## src/rtl/tlc_pkg.sv

```systemverilog
// Shared types and lamp decode for the intersection controllers.
// The two-way controller uses the same phase encoding and per-direction lamp rule.
package tlc_pkg;

    typedef enum logic [1:0] {
        PH_GREEN   = 2'd0,
        PH_YELLOW  = 2'd1,
        PH_ALL_RED = 2'd2
    } phase_t;

    typedef struct packed {
        logic red;
        logic yellow;
        logic green;
    } lamp_t;

    // Exactly one lamp per direction; only the owning direction can be non-red.
    function automatic lamp_t tlc_lamp(phase_t ph, logic is_cur);
        lamp_t l;
        l = '{red: 1'b1, yellow: 1'b0, green: 1'b0};
        if (is_cur && ph == PH_GREEN) begin
            l.green = 1'b1;
            l.red   = 1'b0;
        end else if (is_cur && ph == PH_YELLOW) begin
            l.yellow = 1'b1;
            l.red    = 1'b0;
        end
        return l;
    endfunction

endpackage

```

## src/rtl/tlc_rr_pick.sv

```systemverilog
// Round-robin next-direction picker: first sensor set after cur_dir, wrapping,
// never returning cur_dir itself.
module tlc_rr_pick
    import tlc_pkg::*;
#(
    parameter  int NUM_DIRS = 4,
    localparam int DIR_W    = $clog2(NUM_DIRS)
) (
    input  logic [NUM_DIRS-1:0] sen,
    input  logic [DIR_W-1:0]    cur_dir,
    output logic                valid,
    output logic [DIR_W-1:0]    pick
);

    logic [DIR_W:0]      w_ofs;
    logic [NUM_DIRS-2:0] w_rot;
    logic [DIR_W:0]      w_sum;

    // Bit i of w_rot is direction cur_dir+1+i (mod NUM_DIRS); cur_dir itself drops off the top.
    assign w_ofs = {1'b0, cur_dir} + (DIR_W+1)'(1);
    assign w_rot = (NUM_DIRS-1)'({sen, sen} >> w_ofs);

    always_comb begin
        valid = 1'b0;
        pick  = '0;
        w_sum = '0;
        for (int i = NUM_DIRS - 2; i >= 0; i--) begin
            if (w_rot[i]) begin
                valid = 1'b1;
                w_sum = {1'b0, cur_dir} + (DIR_W+1)'(i + 1);
                if (w_sum >= (DIR_W+1)'(NUM_DIRS)) begin
                    w_sum = w_sum - (DIR_W+1)'(NUM_DIRS);
                end
                pick = w_sum[DIR_W-1:0];
            end
        end
    end

endmodule

```

## src/rtl/tlc_multiway.sv

```systemverilog
// N-direction traffic light controller: tick-timed green/yellow/all-red phases,
// sensor-driven round-robin arbitration and emergency preemption.
module tlc_multiway
    import tlc_pkg::*;
#(
    parameter  int NUM_DIRS     = 4,
    parameter  int CNT_W        = 8,
    parameter  int MIN_GREEN    = 4,
    parameter  int MAX_GREEN    = 16,
    parameter  int YELLOW_TIME  = 2,
    parameter  int ALL_RED_TIME = 1,
    localparam int DIR_W        = $clog2(NUM_DIRS)
) (
    input  logic                clk,
    input  logic                reset,
    input  logic                tick,
    input  logic [NUM_DIRS-1:0] sen,
    input  logic                preempt,
    input  logic [DIR_W-1:0]    preempt_dir,
    output logic [NUM_DIRS-1:0] green,
    output logic [NUM_DIRS-1:0] yellow,
    output logic [NUM_DIRS-1:0] red,
    output logic [DIR_W-1:0]    cur_dir,
    output phase_t              phase
);

    localparam logic [CNT_W:0] L_MIN  = (CNT_W+1)'(MIN_GREEN);
    localparam logic [CNT_W:0] L_MAX  = (CNT_W+1)'(MAX_GREEN);
    localparam logic [CNT_W:0] L_YEL  = (CNT_W+1)'(YELLOW_TIME);
    localparam logic [CNT_W:0] L_ARED = (CNT_W+1)'(ALL_RED_TIME);
    localparam longint CNT_MAX = (64'd1 << CNT_W) - 64'd1;

    if (NUM_DIRS < 2) begin : g_bad_dirs
        $error("tlc_multiway: NUM_DIRS must be >= 2");
    end
    if (MIN_GREEN < 1 || MIN_GREEN > MAX_GREEN) begin : g_bad_green
        $error("tlc_multiway: need 1 <= MIN_GREEN <= MAX_GREEN");
    end
    if (YELLOW_TIME < 1) begin : g_bad_yellow
        $error("tlc_multiway: YELLOW_TIME must be >= 1");
    end
    if (MAX_GREEN > CNT_MAX || YELLOW_TIME > CNT_MAX || ALL_RED_TIME > CNT_MAX) begin : g_bad_cnt
        $error("tlc_multiway: timing parameters must fit in CNT_W");
    end

    phase_t           r_phase;
    logic [DIR_W-1:0] r_cur_dir;
    logic [DIR_W-1:0] r_nxt_dir;
    logic [CNT_W-1:0] r_timer;

    logic             w_demand;
    logic [DIR_W-1:0] w_pick;
    logic [CNT_W:0]   w_tp1;
    logic [CNT_W-1:0] w_tmr_inc;
    logic             w_pre_ok;
    logic [DIR_W-1:0] w_nxt_eff;
    logic             w_gap;
    logic             w_max;

    tlc_rr_pick #(.NUM_DIRS(NUM_DIRS)) u_pick (
        .sen     (sen),
        .cur_dir (r_cur_dir),
        .valid   (w_demand),
        .pick    (w_pick)
    );

    assign w_tp1     = {1'b0, r_timer} + (CNT_W+1)'(1);
    assign w_tmr_inc = (&r_timer) ? r_timer : r_timer + CNT_W'(1);
    assign w_pre_ok  = preempt && ({1'b0, preempt_dir} < (DIR_W+1)'(NUM_DIRS));
    // A preempt arriving on the last yellow/all-red tick still steers the next green.
    assign w_nxt_eff = w_pre_ok ? preempt_dir : r_nxt_dir;
    assign w_gap     = w_demand && !sen[r_cur_dir] && (w_tp1 >= L_MIN);
    assign w_max     = w_demand && (w_tp1 >= L_MAX);

    always_ff @(posedge clk or posedge reset) begin
        if (reset) begin
            r_phase   <= PH_GREEN;
            r_cur_dir <= '0;
            r_nxt_dir <= '0;
            r_timer   <= '0;
        end else if (tick) begin
            case (r_phase)
                PH_GREEN: begin
                    if (w_pre_ok) begin
                        // Preempted direction already green: hold with timer frozen.
                        if (preempt_dir != r_cur_dir) begin
                            r_phase   <= PH_YELLOW;
                            r_nxt_dir <= preempt_dir;
                            r_timer   <= '0;
                        end
                    end else if (w_gap || w_max) begin
                        r_phase   <= PH_YELLOW;
                        r_nxt_dir <= w_pick;
                        r_timer   <= '0;
                    end else begin
                        r_timer <= w_tmr_inc;
                    end
                end
                PH_YELLOW: begin
                    r_nxt_dir <= w_nxt_eff;
                    if (w_tp1 == L_YEL) begin
                        r_timer <= '0;
                        if (ALL_RED_TIME > 0) begin
                            r_phase <= PH_ALL_RED;
                        end else begin
                            r_phase   <= PH_GREEN;
                            r_cur_dir <= w_nxt_eff;
                        end
                    end else begin
                        r_timer <= w_tmr_inc;
                    end
                end
                PH_ALL_RED: begin
                    r_nxt_dir <= w_nxt_eff;
                    if (w_tp1 == L_ARED) begin
                        r_timer   <= '0;
                        r_phase   <= PH_GREEN;
                        r_cur_dir <= w_nxt_eff;
                    end else begin
                        r_timer <= w_tmr_inc;
                    end
                end
                default: begin
                    r_phase <= PH_ALL_RED;
                    r_timer <= '0;
                end
            endcase
        end
    end

    for (genvar d = 0; d < NUM_DIRS; d++) begin : g_lamp
        lamp_t w_l;
        assign w_l       = tlc_lamp(r_phase, r_cur_dir == DIR_W'(d));
        assign green[d]  = w_l.green;
        assign yellow[d] = w_l.yellow;
        assign red[d]    = w_l.red;
    end

    assign cur_dir = r_cur_dir;
    assign phase   = r_phase;

endmodule

```

## config.mk

```make
export PLATFORM = sky130hd
export DESIGN_NAME = tlc_multiway
export DESIGN_NICKNAME = d
export VERILOG_FILES = /design/src/rtl/tlc_pkg.sv /design/src/rtl/tlc_rr_pick.sv /design/src/rtl/tlc_multiway.sv
export SDC_FILE = /design/constraint.sdc
export NUM_CORES = 1
export LEC_CHECK = 0
export CAP_MARGIN = 20
export CORE_MARGIN = 2
export CORE_UTILIZATION = 57
export CTS_CLUSTER_SIZE = 10
export DETAILED_ROUTE_END_ITERATION = 12
export PLACE_DENSITY = 0.85
export SLEW_MARGIN = 20
export SYNTH_ARGS = -nofsm -noshare
export SYNTH_HDL_FRONTEND = slang
export SYNTH_HIERARCHICAL = 1
export SYNTH_SLANG_ARGS = --single-unit
```

## constraint.sdc

```tcl
create_clock -name clk -period 3.7 [get_ports clk]
set_input_delay 0.555 -clock clk [delete_from_list [all_inputs] [get_ports clk]]
set_output_delay 0.555 -clock clk [all_outputs]
set_load 0.005 [all_outputs]
```

==> results.md <==
- The flow ran to the end, and the final reports show no timing, DRC or antenna violations.
- Prior to clock tree synthesis, the placed netlist has a worst setup slack of 1.027 ns.
- Summing the sequential cell areas from Yosys gives 23.79% of the chip area.
- For the pin with the worst max-slew slack, the measured transition is 0.6452 ns.
- The post-synthesis async set-or-reset flop share is 100.0%.
- The final-report setup violation count is 0.
- The most used flip-flop cell after synthesis is dfrtp_1.
- Counting every sink on the clock net gives 14.
- The number of pins with negative max-slew slack in the final report was 0.
- After clock tree synthesis, the flow added hold-fix buffers numbering 0.
- In this run the tightest slew margin relative to its limit is 56.99%.
- The post-layout minimum cycle time is 2.785 ns.
- In the post-synthesis netlist, the biggest area contributors are dfrtp_1 24%, ha_1 6.8%, inv_1 3.6%.
- Registers take 350.3 µm².
- After synthesis, the netlist uses 54 different library cells.
- TritonCTS built the clock tree.
- Counting tap cells, the placed design contains a total of 214 instances.
- The floorplan step set the die height to 54.83 µm.
- Total power for the finished layout comes to 1.110 mW.
- The die covers 3006 µm².
- The count of final hold-check violations is 0.
- The overall overflow remaining after global route is 0.
- The proportion of netlist area held by the largest area contributor is 23.79%.
- 0 antenna diodes ended up in the layout.
- The buffer type at the clock tree root is clkbuf_4.
- The count of standard-cell rows is 18.
- For this run, design rule violations remaining after detail routing come to 0.
- Summed over all nets, the half-perimeter wirelength after detailed placement is 2.539 mm.
- The number of detailed-routing iterations run before antenna repair is 4.
- The end-of-flow core utilization is 70.08%.
- The tightest hold path in the finished design has a slack of 0.5709 ns.
- Counting the buffers created by CTS gives 3.
- The growth of design area from synthesis to finish is 16.82%.
- The cell type with the largest total area after synthesis is dfrtp_1.
- Data on the critical path is required at its endpoint by 3.14 ns.
- The fill cell instance count of the final layout is 194.
- The final layout contains 207 nets.
- Averaged over all synthesized cells, the footprint is 8.562 µm².
- After routing the design area is 1720 µm².
- In this run the deepest clock path goes through 2 buffers.
- Port buffering added 25 buffers.
- In this run the power density over the cells is 645.4 nW/µm².
- The core region is 2455 µm².
- The post-cts sizing count is 0.
- The synthesized flop and latch total is 14.
- After clock tree synthesis, the clock-pin slew on the worst setup and hold paths is 0.09 ns.
- In the final routed layout, each cell accounts on average for 16.00 µm.
- The via count of the first global-routing pass is 1256.
- Entering global routing, the biggest net connects 21 pins.
- The commonest cells after synthesis are 14 x dfrtp_1, 14 x inv_1, 12 x nand2_1, 11 x nor2_1.
- Clock skew on the completed layout was measured at 0.006012 ns.
- Counting every instance in the synthesized netlist gives 172.
- After synthesis the cells add up to 1473 µm².
- The number of antenna violations at the first check in global routing is 0.
- The last weighted congestion value of the routability-driven placer is 0.9100.
- Summing over every cut layer, the via total after detailed routing is 1407.
- The path class of the tightest hold or removal check is flip-flop to flip-flop.
- The type of origin of the critical path is a flip-flop.
- The maximum vdd drop is 0.4910 mV.
- The finished layout holds 218 standard cells, fillers aside.
- The Yosys step of the flow raised 6 warnings.
- The share of the clock period used by the worst path is 75.28%.
- The total of max-cap violations is 0.
- Once routing completed, OpenROAD measured the worst setup slack at 0.9145 ns.
- The number of vias per cell is 6.454.
- The post-route setup TNS is 0 ns.
- Once the clock tree was built, the setup fixing pass inserted 0 buffers.
- The analysis attributes to cell leakage a power of 0.6793 nW.
- The floorplan step set the die width to 54.83 µm.
- The top-level port count is 26.
- In this run the number of H-tree levels came out at 1.
- The starting DRC count in detailed routing is 60.
- The arrival time of the worst setup path is 2.23 ns.
- The first global-routing pass estimated 5.582 mm of wire.
- The kind of capture point of the worst setup path is an output pin.
- The critical path is of the flip-flop to output pin type.
- Cells with a size suffix above 1 make up 15.96% of the layout.
- Setup repair after global routing left no endpoint under its margin.
- The clock reaches the later pin of the worst-skew pair after 0.29 ns.
- Summing all placed instances gives a cell area of 1684 µm².
- The total wire length is 3.488 mm.
- The net count after synthesis is 190.
- The area of combinational cells with multiple inputs is 993.5 µm².
- Across every metal layer, demand over resource in global routing totals 25.41%.
- Once the floorplan was initialized, standard cells occupied 59.99% of the core.
- The detail route stage leaves a number of antenna-violating nets equal to 0.
- The highest clock frequency the design can meet is 359.0 MHz.
- The number of enable flip-flop cells after synthesis is 0.
- Along the worst path, the maximum fanout reaches 12.
[area by class of cell]
type | count | share of cell area [%]
clock buffers | 4 | 2.109
inverters | 14 | 3.055
multi-input cells | 131 | 57.75
flip-flops and latches | 14 | 20.36
well taps | 30 | 2.182
repair buffers | 25 | 14.55
[cell usage in the layout, fill, tap and decap left out, types with 3 or more instances in the layout]
cell type,instances
xnor2_1,3
dfrtp_1,14
nand2_1,12
inv_1,14
and3_1,3
o21ai_0,7
a41oi_1,4
clkbuf_4,3
clkdlybuf4s50_1,25
a22o_2,4
a31oi_1,3
nor3_1,5
nor2_1,11
a31o_2,3
nor2b_1,4
o211ai_1,6
a22o_1,3
ha_1,8
a21oi_1,8
nand3_1,6
[worst max-delay path, stage by stage, from the launching register on]
cell	delay, ns
dfrtp_1	0.44
inv_1	0.10
ha_1	0.42
inv_1	0.24
nor3_1	0.22
clkdlybuf4s50_1	0.53
[kinds of logic (layout without fill, tap and decap cells)]
logic type,after synthesis,count (layout),share of synthesized area [%]
xor+xnor,3,3,1.785
mux,6,6,5.777
buf+inv,27,43,8.751
flops,14,14,23.79
fa+ha+maj,8,8,6.797
compound gates,55,55,30.84
simple gates,59,59,22.26
[flip-flops by register name, summed over array words and instances, names as in the netlist]
name,flops
cur_dir,2
phase,2
r_nxt_dir,2
r_timer,8
[path summary, 6_finish.rpt]
check | from | to | slack, ns | cells after the start
hold reg to reg | r_nxt_dir[0] | r_nxt_dir[0] | 0.57 | 2
hold / removal | r_nxt_dir[0] | r_nxt_dir[0] | 0.57 | 2
setup reg to reg | r_timer[0] | r_timer[0] | 1.06 | 7
setup / recovery | phase[0] | green[0] | 0.91 | 5
max in group asynchronous | reset | phase[1] | 2.75 | 2
min in group asynchronous | reset | r_nxt_dir[1] | 0.59 | 2
[where the power goes]
part	total, mW	switching, mW	internal, mW
clock	0.113	0.0532	0.0600
combinational	0.682	0.330	0.352
sequential	0.315	0.117	0.198
total	1.11	0.500	0.610
[routing by layer]
layer  GRT usage [%]  wire (µm)  vias up
li1                -          -      682
met3           5.738        203        2
met2           41.67       1709       55
met1           33.44       1571      668
met4           6.250          4        0
met5               0          0        -
Note: power is estimated with default switching activity, not from simulation.
